**config.mk**
```make
export PLATFORM = sky130hd
export DESIGN_NAME = uart_rx_buffered
export DESIGN_NICKNAME = d
export VERILOG_FILES = /design/src/rtl/uart_rx_buffered.sv
export SDC_FILE = /design/constraint.sdc
export NUM_CORES = 1
export LEC_CHECK = 0
export CORE_ASPECT_RATIO = 0.8
export CORE_MARGIN = 3
export CORE_UTILIZATION = 58
export DETAILED_ROUTE_END_ITERATION = 8
export PLACE_DENSITY = 0.77
export SYNTH_ARGS = -nofsm -noshare
export SYNTH_HDL_FRONTEND = slang
export SYNTH_SLANG_ARGS = --single-unit
```
**constraint.sdc**
```tcl
create_clock -name clk -period 3.5 [get_ports clk]
set_input_delay 0.35 -clock clk [delete_from_list [all_inputs] [get_ports clk]]
set_output_delay 0.35 -clock clk [all_outputs]
set_load 0.1 [all_outputs]
```
**src/rtl/uart_rx_buffered.sv**
```systemverilog
// uart_rx_buffered: 8N1 serial receiver feeding a small first-word-fall-through
// byte FIFO. The status bits for frame error and overrun stay set until cleared.
module uart_rx_buffered #(
  parameter int CLOCK_SPEED = 2_000_000,
  parameter int BAUD_RATE   = 9600,
  parameter int FIFO_DEPTH  = 4
) (
  input  logic                          clk,
  input  logic                          reset,
  input  logic                          rx_serial_in_data,
  input  logic                          rd_en,
  input  logic                          clr_status,
  output logic [7:0]                    rd_data,
  output logic                          rx_empty,
  output logic [$clog2(FIFO_DEPTH):0]   rx_count,
  output logic [1:0]                    status_reg
);

  localparam int CPB = CLOCK_SPEED / BAUD_RATE;
  localparam int CW  = $clog2(CPB);
  localparam int PW  = $clog2(FIFO_DEPTH);
  localparam logic [CW-1:0] BIT_END  = CW'(CPB - 1);
  localparam logic [CW-1:0] HALF_END = CW'(CPB / 2 - 1);
  localparam logic [PW:0]   FULL_CNT = (PW + 1)'(FIFO_DEPTH);

  typedef enum logic [2:0] {S_IDLE, S_START, S_DATA, S_STOP, S_BREAK} state_t;

  state_t        state, state_n;
  logic [CW-1:0] baud_cnt, cnt_n;
  logic [2:0]    bit_idx, idx_n;
  logic [7:0]    shift_q, shift_n;
  logic          rx_meta, rx_sync;
  logic          push_req, frame_err;

  logic [7:0]    mem [FIFO_DEPTH];
  logic [PW-1:0] wr_ptr, rd_ptr;
  logic [PW:0]   count;
  logic          full, do_push, do_pop, overrun;

  // Two-flop synchroniser; resets to the idle (high) line level.
  always_ff @(posedge clk) begin
    if (reset) begin
      rx_meta <= 1'b1;
      rx_sync <= 1'b1;
    end else begin
      rx_meta <= rx_serial_in_data;
      rx_sync <= rx_meta;
    end
  end

  // Receiver state and bit-timing registers.
  always_ff @(posedge clk) begin
    if (reset) begin
      state    <= S_IDLE;
      baud_cnt <= '0;
      bit_idx  <= '0;
      shift_q  <= '0;
    end else begin
      state    <= state_n;
      baud_cnt <= cnt_n;
      bit_idx  <= idx_n;
      shift_q  <= shift_n;
    end
  end

  // Next-state logic: sample at mid-bit, shift LSB first, judge the stop bit.
  always_comb begin
    state_n   = state;
    cnt_n     = baud_cnt + 1'b1;
    idx_n     = bit_idx;
    shift_n   = shift_q;
    push_req  = 1'b0;
    frame_err = 1'b0;
    case (state)
      S_IDLE: begin
        cnt_n = '0;
        if (!rx_sync) state_n = S_START;
      end
      S_START: begin
        if (baud_cnt == HALF_END) begin
          cnt_n   = '0;
          idx_n   = '0;
          state_n = rx_sync ? S_IDLE : S_DATA;
        end
      end
      S_DATA: begin
        if (baud_cnt == BIT_END) begin
          cnt_n   = '0;
          shift_n = {rx_sync, shift_q[7:1]};
          idx_n   = bit_idx + 3'd1;
          if (bit_idx == 3'd7) state_n = S_STOP;
        end
      end
      S_STOP: begin
        if (baud_cnt == BIT_END) begin
          cnt_n = '0;
          if (rx_sync) begin
            push_req = 1'b1;
            state_n  = S_IDLE;
          end else begin
            frame_err = 1'b1;
            state_n   = S_BREAK;
          end
        end
      end
      S_BREAK: begin
        // A line held low after a bad stop bit must not look like a new start.
        cnt_n = '0;
        if (rx_sync) state_n = S_IDLE;
      end
      default: state_n = S_IDLE;
    endcase
  end

  assign full     = (count == FULL_CNT);
  assign do_pop   = rd_en && (count != '0);
  // A pop in the same cycle frees the slot, so a full FIFO still accepts the byte.
  assign do_push  = push_req && (!full || do_pop);
  assign overrun  = push_req && full && !do_pop;

  // FIFO storage, pointers and occupancy.
  always_ff @(posedge clk) begin
    if (reset) begin
      for (int i = 0; i < FIFO_DEPTH; i++) mem[i] <= '0;
      wr_ptr <= '0;
      rd_ptr <= '0;
      count  <= '0;
    end else begin
      if (do_push) begin
        mem[wr_ptr] <= shift_q;
        wr_ptr      <= wr_ptr + 1'b1;
      end
      if (do_pop) rd_ptr <= rd_ptr + 1'b1;
      case ({do_push, do_pop})
        2'b10:   count <= count + 1'b1;
        2'b01:   count <= count - 1'b1;
        default: count <= count;
      endcase
    end
  end

  // Sticky status; a same-cycle error event wins over the clear.
  always_ff @(posedge clk) begin
    if (reset) status_reg <= 2'b00;
    else       status_reg <= (clr_status ? 2'b00 : status_reg) | {overrun, frame_err};
  end

  assign rd_data  = mem[rd_ptr];
  assign rx_empty = (count == '0);
  assign rx_count = count;

endmodule

```
==> results.ini <==
[setup_path]
cp-end-kind = output port
critical_path.max_fanout = 8
cp-start-kind = flip-flop
cp.arrival_ns = 2.62
critPathKind = flip-flop to output port
required_ns = 3.15

[drt]
drc = 0
vias = 2076
wirelength_um = 5974
postRouteAntennaNets = 0
routedWlPerCell_um = 16.78
post_drt_via_cell_ratio = 5.831
first_pass_iters = 5
drt-initial-drc-count = 237

[floorplan]
die_w_um = 86.97
placementRows = 22
die_h_um = 70.77
start_util_pct = 63.14
dieArea_um2 = 6155
coreArea_um2 = 4817
num_io_pins = 19

[placement]
place_ws_ns = 0.5133
port_buffers = 18
placed_cell_area_um2 = 3278
place_inst = 340
dpl.hpwl_um = 4051
place_congestion = 0.8140

[timing]
setup_ws_ns = 0.5312
whs_ns = 0.4122
fin_crit_sh_pct = 84.82
tightestPinTransition_ns = 1.209
relSlewSlack_pct = 18.57
fmax_mhz = 336.8
fin_tns_setup_ns = 0
post-route-min-period_ns = 2.969
drv_slew = 0
setup_viol = 0
fin_skew_ns = 0.009791
rsz0062_at_grt = no
hold_viol = 0

[clock_tree]
cts_tree = built
cts_root_buffer = clkbuf_8
cts_setup_buffers = 0
cts_buffers = 9
cts_hold_buf = 0
cts_sinks = 67
clock_path_buffers = 2
clk_pin_slew_ns = 0.07
cts_max_level = 3
worstSkewPairLatency_ns = 0.35
cts_resized = 0

[synth]
synth_nets = 281
synth.distinct_cells = 51
ys.flop_type = dfxtp_1
synth_warnings = 0
synth_area_um2 = 3042
post_synth_inst_count = 272
seq_area_frac_synth_pct = 54.63
yosys_register_bits = 67
avgSynthCellArea_um2 = 11.18
synth_edf_count = 32
synth-async-reset-ratio_pct = 0

[final_layout]
drive_above_1_share_pct = 14.19
regMostFlops = mem
fin_area_um2 = 3520
reg_top3 = mem x32, baud_cnt x8, shift_q x8
largest_reg_flops = 32
final_core_util_pct = 73.06
area_growth_pct = 15.71
final_cell_count_no_fill = 356
final_nets = 300
num_antenna_cells = 0

[global_route]
antenna_found_initial = 0
grt_max_degree = 32
grt.overflow.total = 0
grt_usage_pct = 21.72
first_global_vias = 2079
grt_pass1_wl_um = 10090

[outcome]
status = finished, final reports clean

[job]
max_cap_violations = 0

[power_and_ir_drop]
power.leakage_nw = 1.200
total_power_mw = 1.716
ir_drop_mv = 0.4298
p_per_area_nw_per_um2 = 487.4

[min_path]
hold_path_class = flip-flop to flip-flop

## worst max-delay path, stage by stage, from the launching register on
cell,delay [ns]
dfxtp_1,0.70
mux4_2,0.59
clkdlybuf4s50_1,0.98
## metal layers
layer	up-vias	global-route usage, %	wire length [um]
li1	1007	-	-
met1	982	30.49	2734
met2	79	31.00	2682
met3	8	8.847	484
met4	0	6.401	73
met5	-	0	0
## synth_stat cells, types with 3 or more instances
library cell / number / area share (%)
nor3_1: 22 / 3.6
mux2i_1: 10 / 3.3
dfxtp_1: 35 / 23
or2_2: 5 / 1.0
and2_1: 16 / 3.3
o21ai_0: 5 / 0.82
xor2_1: 3 / 0.86
nand2_1: 8 / 0.99
inv_1: 16 / 2.0
clkbuf_1: 12 / 1.5
edfxtp_1: 32 / 32
nand3_1: 9 / 1.5
nor2_1: 35 / 4.3
ha_1: 3 / 1.2
xnor2_1: 7 / 2.0
a21oi_1: 4 / 0.66
mux4_2: 8 / 5.9
## worst paths after layout
| kind | start | endpoint | slack [ns] | cells past startpoint |
|---|---|---|---|---|
| min reg2reg | rx_meta | rx_sync | 0.41 | 1 |
| max reg2reg | baud_cnt[0] | mem[0][2] | 0.73 | 5 |
| min | rx_meta | rx_sync | 0.41 | 1 |
| max | flip-flop | rd_data[3] | 0.53 | 2 |
## where the power goes
group / switching [mW] / internal [mW]
clock network: 0.303 / 0.474
logic: 0.0638 / 0.0264
registers: 0.00921 / 0.839
## area by class of cell
class	instances	area [um^2]
repair buffers	22	210.2
flip-flops and latches	67	1662
clock inverters	6	113.9
well taps	60	75.07
clock buffers	10	127.6
multi-input cells	174	1267
inverters	17	63.81
fillers	352	1297
## cell usage in the layout (no fill, tap or decap), types with 3 or more instances in the layout
cell / n
mux4_2: 8
bufinv_16: 3
mux2i_1: 10
nand2_1: 8
o21ai_0: 5
nor3_1: 21
nor2_1: 35
edfxtp_1: 32
xor2_1: 3
and2_1: 16
a21oi_1: 4
or2_2: 5
buf_4: 4
dfxtp_1: 35
ha_1: 3
nand3_1: 9
xnor2_1: 7
clkbuf_8: 9
clkdlybuf4s50_1: 18
inv_1: 16
## cells by family after synthesis
group	count (synthesis)	share of synthesized area, %
compound gates	24	5.348
xor+xnor	10	2.880
fa+ha+maj	4	1.892
buf+inv	31	3.866
flops	67	54.63
mux	21	10.45
simple gates	115	20.94
Power figures use the tool's default switching activity.
